$ cat src/rtl/intan_acq_pkg.sv
// Shared types and constants for the Intan SPI acquisition front end:
// FSM state encoding, CONVERT command layout and header magic.
package intan_acq_pkg;

    // ST_HDR is only reachable when INTAN_ACQ_TIMESTAMP_EN is defined.
    typedef enum logic [2:0] {
        ST_IDLE,
        ST_HDR,
        ST_CS_SETUP,
        ST_SHIFT,
        ST_CS_HOLD
    } acq_state_e;

    localparam int unsigned CMD_W      = 16;
    localparam logic [1:0]  OP_CONVERT = 2'b00;
    localparam logic [7:0]  HDR_MAGIC  = 8'hA5;

    // CONVERT command for one channel: opcode, channel index, zero pad.
    function automatic logic [CMD_W-1:0] convert_cmd(input logic [5:0] ch);
        return {OP_CONVERT, ch, 8'h00};
    endfunction

    // Frame header word: magic byte followed by the 24-bit frame count.
    function automatic logic [31:0] make_header(input logic [23:0] frame);
        return {HDR_MAGIC, frame};
    endfunction

endpackage

$ cat src/rtl/miso_sync.sv
// Two-flop synchronizer for one asynchronous MISO line into bus_clk.
module miso_sync (
    input  logic bus_clk,
    input  logic bus_rst_n,
    input  logic d,
    output logic q
);

    logic meta;

    // Double-register the asynchronous input; first flop may go metastable.
    always_ff @(posedge bus_clk or negedge bus_rst_n) begin
        if (!bus_rst_n) begin
            meta <= 1'b0;
            q    <= 1'b0;
        end else begin
            // NOTE: non-blocking assignments make both flops sample the old
            // values on the same edge; blocking here would collapse the chain.
            meta <= d;
            q    <= meta;
        end
    end

endmodule

$ cat src/rtl/intan_spi_acq.sv
// Intan headstage acquisition: sweeps CONVERT commands over NUM_CH channels on
// the SPI port and packs the two MISO result streams into 32-bit FIFO words.
// Optional feature macro: INTAN_ACQ_TIMESTAMP_EN adds a per-frame header word
// {8'hA5, frame_count[23:0]} emitted from a one-cycle HDR state.
module intan_spi_acq
    import intan_acq_pkg::*;
#(
    parameter int unsigned NUM_CH  = 32,
    parameter int unsigned CLK_DIV = 2,
    parameter int unsigned CS_HIGH = 4
) (
    input  logic        bus_clk,
    input  logic        bus_rst_n,
    input  logic        enable,
    output logic        spi_cs_n,
    output logic        spi_sclk,
    output logic        spi_mosi,
    input  logic        spi_miso1,
    input  logic        spi_miso2,
    output logic [31:0] out_data,
    output logic        out_wren,
    input  logic        out_full,
    output logic        busy,
    output logic        overflow
);

    localparam int unsigned     CNT_W     = 16;
    localparam logic [CNT_W-1:0] CLK_LAST  = CNT_W'(CLK_DIV - 1);
    localparam logic [CNT_W-1:0] HOLD_LAST = CNT_W'(CS_HIGH - 1);
    localparam logic [5:0]       CH_LAST   = 6'(NUM_CH - 1);

`ifdef INTAN_ACQ_TIMESTAMP_EN
    localparam acq_state_e ST_START = ST_HDR;
`else
    localparam acq_state_e ST_START = ST_CS_SETUP;
`endif

    acq_state_e       state, state_d;
    logic [CNT_W-1:0] cyc_cnt, cyc_d;
    logic [3:0]       bit_cnt, bit_d;
    logic             sclk_hi, sclk_hi_d;
    logic [5:0]       ch_cnt, ch_d;
    logic [23:0]      frame_cnt, frame_d;
    logic             enable_q;

    logic             miso1_s, miso2_s;
    logic [15:0]      miso1_word, miso2_word;
    logic             sample_en;

    logic [CMD_W-1:0] cmd_d;
    logic             cs_n_d, sclk_d, mosi_d;
    logic             push_hdr, push_word, push;
    logic [31:0]      push_data;
    logic             overflow_clr;

    miso_sync u_sync1 (
        .bus_clk   (bus_clk),
        .bus_rst_n (bus_rst_n),
        .d         (spi_miso1),
        .q         (miso1_s)
    );

    miso_sync u_sync2 (
        .bus_clk   (bus_clk),
        .bus_rst_n (bus_rst_n),
        .d         (spi_miso2),
        .q         (miso2_s)
    );

    // State register and sequencing counters.
    always_ff @(posedge bus_clk or negedge bus_rst_n) begin
        if (!bus_rst_n) begin
            state     <= ST_IDLE;
            cyc_cnt   <= '0;
            bit_cnt   <= '0;
            sclk_hi   <= 1'b0;
            ch_cnt    <= '0;
            frame_cnt <= '0;
            enable_q  <= 1'b0;
        end else begin
            state     <= state_d;
            cyc_cnt   <= cyc_d;
            bit_cnt   <= bit_d;
            sclk_hi   <= sclk_hi_d;
            ch_cnt    <= ch_d;
            frame_cnt <= frame_d;
            enable_q  <= enable;
        end
    end

    // Next-state logic: CS setup, 16 SCLK periods, CS hold, channel/frame stepping.
    always_comb begin
        // NOTE: every variable gets a default before the case so no path
        // leaves one unassigned, which would otherwise infer a latch.
        state_d   = state;
        cyc_d     = cyc_cnt + CNT_W'(1);
        bit_d     = bit_cnt;
        sclk_hi_d = sclk_hi;
        ch_d      = ch_cnt;
        frame_d   = frame_cnt;
        case (state)
            ST_IDLE: begin
                cyc_d = '0;
                if (enable) state_d = ST_START;
            end
            ST_HDR: begin
                cyc_d   = '0;
                state_d = ST_CS_SETUP;
            end
            ST_CS_SETUP: begin
                if (cyc_cnt == CLK_LAST) begin
                    cyc_d     = '0;
                    bit_d     = '0;
                    sclk_hi_d = 1'b1;
                    state_d   = ST_SHIFT;
                end
            end
            ST_SHIFT: begin
                if (cyc_cnt == CLK_LAST) begin
                    cyc_d = '0;
                    if (sclk_hi) begin
                        sclk_hi_d = 1'b0;
                    end else if (bit_cnt == 4'd15) begin
                        state_d = ST_CS_HOLD;
                    end else begin
                        bit_d     = bit_cnt + 4'd1;
                        sclk_hi_d = 1'b1;
                    end
                end
            end
            ST_CS_HOLD: begin
                if (cyc_cnt == HOLD_LAST) begin
                    cyc_d = '0;
                    if (ch_cnt == CH_LAST) begin
                        // Frame boundary: a dropped enable only takes effect here.
                        ch_d    = '0;
                        frame_d = frame_cnt + 24'd1;
                        state_d = enable ? ST_START : ST_IDLE;
                    end else begin
                        ch_d    = ch_cnt + 6'd1;
                        state_d = ST_CS_SETUP;
                    end
                end
            end
            default: state_d = ST_IDLE;
        endcase
    end

    // Pin and push values derived from the next state, so the registered
    // outputs line up with the state they belong to.
    always_comb begin
        cmd_d  = convert_cmd(ch_d);
        cs_n_d = 1'b1;
        sclk_d = 1'b0;
        mosi_d = 1'b0;
        case (state_d)
            ST_CS_SETUP: begin
                cs_n_d = 1'b0;
                mosi_d = cmd_d[CMD_W-1];
            end
            ST_SHIFT: begin
                cs_n_d = 1'b0;
                sclk_d = sclk_hi_d;
                // MOSI moves to the next bit on each falling edge.
                if (sclk_hi_d) mosi_d = cmd_d[4'd15 - bit_d];
                else if (bit_d != 4'd15) mosi_d = cmd_d[4'd14 - bit_d];
            end
            default: ;
        endcase

`ifdef INTAN_ACQ_TIMESTAMP_EN
        push_hdr = (state_d == ST_HDR);
`else
        push_hdr = 1'b0;
`endif
        push_word    = (state == ST_SHIFT) && (state_d == ST_CS_HOLD);
        push         = push_hdr || push_word;
        push_data    = push_hdr ? make_header(frame_d) : {miso2_word, miso1_word};
        overflow_clr = (state == ST_IDLE) && enable && !enable_q;
        sample_en    = (state == ST_SHIFT) && !sclk_hi && (cyc_cnt == '0);
    end

    // MISO capture: shift in the synchronized bit on the cycle SCLK goes low.
    always_ff @(posedge bus_clk or negedge bus_rst_n) begin
        if (!bus_rst_n) begin
            // NOTE: the capture registers are reset as well, so a word cut
            // short by reset can never leak stale bits into a later push.
            miso1_word <= '0;
            miso2_word <= '0;
        end else if (sample_en) begin
            miso1_word <= {miso1_word[14:0], miso1_s};
            miso2_word <= {miso2_word[14:0], miso2_s};
        end
    end

    // Registered SPI pins, FIFO write side, busy and sticky overflow.
    always_ff @(posedge bus_clk or negedge bus_rst_n) begin
        if (!bus_rst_n) begin
            spi_cs_n <= 1'b1;
            spi_sclk <= 1'b0;
            spi_mosi <= 1'b0;
            out_data <= '0;
            out_wren <= 1'b0;
            busy     <= 1'b0;
            overflow <= 1'b0;
        end else begin
            spi_cs_n <= cs_n_d;
            spi_sclk <= sclk_d;
            spi_mosi <= mosi_d;
            busy     <= (state_d != ST_IDLE);
            // out_full is sampled on the edge that would raise out_wren; a
            // full FIFO drops the word without stalling the SPI sequence.
            out_wren <= push && !out_full;
            if (push && !out_full) out_data <= push_data;
            if (overflow_clr) overflow <= 1'b0;
            else if (push && out_full) overflow <= 1'b1;
        end
    end

endmodule

$ cat config.mk
export PLATFORM = sky130hd
export DESIGN_NAME = intan_spi_acq
export DESIGN_NICKNAME = d
export VERILOG_FILES = /design/src/rtl/intan_acq_pkg.sv /design/src/rtl/miso_sync.sv /design/src/rtl/intan_spi_acq.sv
export SDC_FILE = /design/constraint.sdc
export NUM_CORES = 1
export LEC_CHECK = 0
export CELL_PAD_IN_SITES_DETAIL_PLACEMENT = 0
export CELL_PAD_IN_SITES_GLOBAL_PLACEMENT = 1
export CORE_UTILIZATION = 50
export CTS_CLUSTER_DIAMETER = 30
export DETAILED_ROUTE_END_ITERATION = 6
export GPL_ROUTABILITY_DRIVEN = 1
export PLACE_DENSITY_LB_ADDON = 0.1
export SLEW_MARGIN = 0
export SYNTH_ARGS = -nofsm -noshare
export SYNTH_HDL_FRONTEND = slang
export SYNTH_SLANG_ARGS = --single-unit
$ cat constraint.sdc
create_clock -name bus_clk -period 7.35 [get_ports bus_clk]
set_clock_uncertainty 0.15 [all_clocks]
set_input_delay 1.1025 -clock bus_clk [delete_from_list [all_inputs] [get_ports bus_clk]]
set_output_delay 1.1025 -clock bus_clk [all_outputs]
set_load 0.01 [all_outputs]
==> key figures <==
Worst hold path
  – Class of the tightest hold or removal check: flop to flop
  – Hold-critical path endpoint: u_sync1.q
  – Worst hold path cell count: 0
  – Hold_sp: u_sync1.meta

Synthesis
  – Yosys warning total: 0
  – Share of flip-flops with an asynchronous set or reset: 100.0%
  – Post-synthesis share of cell area spent on and, or, nand and nor gates: 12.60%
  – Combinational family with the most area after synthesis: multiplexers
  – Biggest area contributors in the synthesized netlist: sky130_fd_sc_hd__dfrtp_1 57%, sky130_fd_sc_hd__mux2_2 15%, sky130_fd_sc_hd__mux2i_1 2.0%, sky130_fd_sc_hd__nor2_1 1.7%, sky130_fd_sc_hd__ha_1 1.6%
  – Cell with the most instances after synthesis: sky130_fd_sc_hd__dfrtp_1
  – Syn Area/Cell: 13.36 um^2
  – Share of synthesized cell area in full adder, half adder and majority cells: 1.643%
  – Synth top area share: 56.96%
  – Biggest area consumer among synthesized cells: sky130_fd_sc_hd__dfrtp_1
  – Number of enable-type register cells in the synthesized netlist: 0
  – Complex-gate fraction of the synthesized area: 4.080%
  – Most used standard cells in the synthesized netlist: 104 x sky130_fd_sc_hd__dfrtp_1, 60 x sky130_fd_sc_hd__mux2_2, 21 x sky130_fd_sc_hd__nor2_1
  – Synth Area in XOR/XNOR: 3.039%
  – Cell count after synthesis: 342
  – Number of distinct library cells after synthesis: 51
  – Multiplexer fraction of the synthesized cell area: 19.06%
  – Top FF cell, synth: sky130_fd_sc_hd__dfrtp_1
  – Post-Syn Area: 0.004569 mm^2
  – Sequential area share after synthesis: 57.53%
  – Flops & latches, synth: 105
  – Number of nets in the synthesized netlist: 354

Clock network
  – Inserted Clock Buffers: 9
  – Total number of clock tree sinks: 105
  – Clock tree from TritonCTS: done
  – PostCTS Resize Cnt: 0
  – Clock insertion delay at the later pin of the skew report: 0.37 ns
  – Root buf cell: sky130_fd_sc_hd__clkbuf_8
  – Count of H-tree levels built during CTS: 3
  – Clock buffer depth: 2
  – Clock input transition at the sequential cells of the worst setup and hold paths: 0.10 ns
  – Post-CTS Setup Repair Bufs: 0
  – Hold-fix buffer count after cts: 0

Setup path
  – Critical Path Slowest Stage Cell: sky130_fd_sc_hd__dfrtp_1
  – CP endpoint kind: flop
  – Worst-path maximum fanout: 14
  – Cell family with the largest share of critical-path delay: simple AND/OR/NAND/NOR gates
  – FF-to-FF End: spi_mosi
  – Cell chain of the critical path: nor4_4, and4_4, nand4_4, mux2i_4, inv_2, ha_1, xnor2_1, mux2i_1, a21oi_1, o32ai_1
  – Slack of the worst reg-to-reg path: 4.26 ns
  – Worst R2R Path Depth: 10
  – Critical Path Start: cyc_cnt[12]
  – CP Data Required Time: 7.47 ns
  – Origin of the critical flop-to-flop path: cyc_cnt[12]
  – Signal arrival time at the worst endpoint: 3.21 ns
  – Crit Path Category: flop to flop
  – Critical path's largest stage delay: 0.46 ns
  – Critical path launch point type: flop
  – Crit path buf inv count: 1

Layout
  – Area delta synth->final: 15.55%
  – Register area: 0.002629 mm^2
  – End-of-flow core utilization: 60.25%
  – Design Area, Final: 0.005280 mm^2
  – Count of antenna diodes in the layout: 0
  – Area of the multi-input gates: 0.001847 mm^2
  – Number of nets in the layout: 401
  – Number of inserted filler cells in the final layout: 725
  – Layout cell share with drive strength beyond 1: 24.87%

Placement
  – Detailed-placement wirelength estimate: 5275 um
  – Quantity of I/O buffers inserted on ports: 43
  – GPL Wtd Cong: 0.7566
  – Post-Place Cell Area: 0.005095 mm^2

Timing
  – Period Utilization, post-route: 42.01%
  – Worst max-slew margin expressed relative to the limit: 53.49%
  – Slew Limit Fails: 0
  – Final hold viol count: 0
  – Slew at the pin closest to its max-slew limit: 0.6977 ns
  – Final setup fails: 0
  – Clock period minus final worst setup slack: 3.087 ns
  – RSZ-0062 raised after global routing: false
  – Setup Total Neg Slack: 0 ns
  – Achievable clock frequency: 323.9 MHz

Route
  – Antenna-violating nets left: 0
  – DRC violations left: 0
  – Total routed wirelength: 7704 um
  – Routed wirelength normalized by instance count: 15.35 um
  – Initial drt markers: 79
  – Vias per cell: 5.504
  – Via count of the routed design: 2763
  – TritonRoute pass-1 iters: 4

Floorplan
  – Placeable core area: 0.008763 mm^2
  – Placement Rows: 34
  – Overall die area: 0.009525 mm^2
  – Die Ht: 97.60 um
  – Top-Level Pins: 44
  – Initial cell density of the core: 52.14%
  – X dimension of the die: 97.60 um

Power and ir drop
  – Leakage: 2.541 nW
  – Worst supply voltage drop on vdd: 161.8 uV
  – Cell area power density: 267.6 mW/mm^2

Global route
  – Pin count of the biggest net entering global routing: 57
  – Global-route wire length before repair: 13530 um
  – Grt ovf: 0
  – Global-route total usage across every layer: 17.81%
  – Antenna violations before repair: 0
  – Number of global-route vias before repair: 2742

Outcome
  – Outcome: finished, final reports clean

Job
  – Maxcap violations: 0
[worst max path at each step]
stage	cells past startpoint	to
after CTS	10	spi_mosi
after floorplan	11	spi_mosi
final	10	spi_mosi
after detailed placement	10	spi_mosi
after global routing	10	spi_mosi
after global placement	11	spi_mosi
[per-layer routing]
metal	vias up	GRT usage [%]	share of wire (%)
li1	1306	-	-
met1	1410	26.74	52
met2	38	25.82	44
met3	9	3.165	2.9
met4	0	6.787	1.5
met5	-	0	0
[layout by cell type (no fill, tap or decap), drive strengths merged, types with 7 or more instances in the layout]
master / count
o21ai: 9
xor2: 8
mux2i: 10
nand2: 15
nand4: 10
clkdlybuf4s50: 42
dfrtp: 104
and3: 7
mux2: 67
inv: 13
a21oi: 11
nand3: 10
clkbuf: 10
nor2: 22
xnor2: 7
[through the flow]
stage	std cells	hold slack [ns]	setup WS (ns)	total power, mW
final	502	0.2103	4.263	1.413
after CTS	502	0.2093	4.269	1.431
after global placement	486	0.1824	4.312	1.080
after detailed placement	486	0.1856	4.301	1.089
after floorplan	342	0.1812	4.553	1.006
after global routing	502	0.2223	4.059	1.503
[worst reg2reg max path: cells and delay by family (launching register included)]
family,cells,cell delay (ns)
DFF,1,0.46
buffers and inverters,1,0.08
adders and majority gates,1,0.23
and+or+nand+nor,3,0.92
muxes,2,0.55
xor gates and xnor gates,1,0.27
AOI/OAI and AO/OA,2,0.34
[registers in the layout, indices dropped and copies added (netlist names), 3 cells and up]
signal / count
miso2_word: 16
cyc_cnt: 16
miso1_word: 16
ch_cnt: 6
state: 3
bit_cnt: 4
out_data: 32
[power breakdown]
group / total, mW / internal [mW] / switching [mW]
logic: 0.354 / 0.168 / 0.185
registers: 0.719 / 0.652 / 0.0676
clock network: 0.340 / 0.132 / 0.208
total: 1.41 / 0.952 / 0.461
[cells by family after synthesis]
logic type	count (synthesis)
simple gates	91
xor+xnor	15
compound gates	29
mux	77
buf+inv	19
flops	105
fa+ha+maj	6
[area by class of cell]
| cell class | instances | share of cell area, % |
|---|---|---|
| Sequential cell | 105 | 49.79 |
| Multi-Input combinational cell | 218 | 34.98 |
| Tap cell | 108 | 2.559 |
| Clock inverter | 6 | 1.090 |
| Timing Repair Buffer | 46 | 8.531 |
| Clock buffer | 10 | 2.417 |
| Inverter | 9 | 0.6398 |
(Power assumes the default switching activity.)
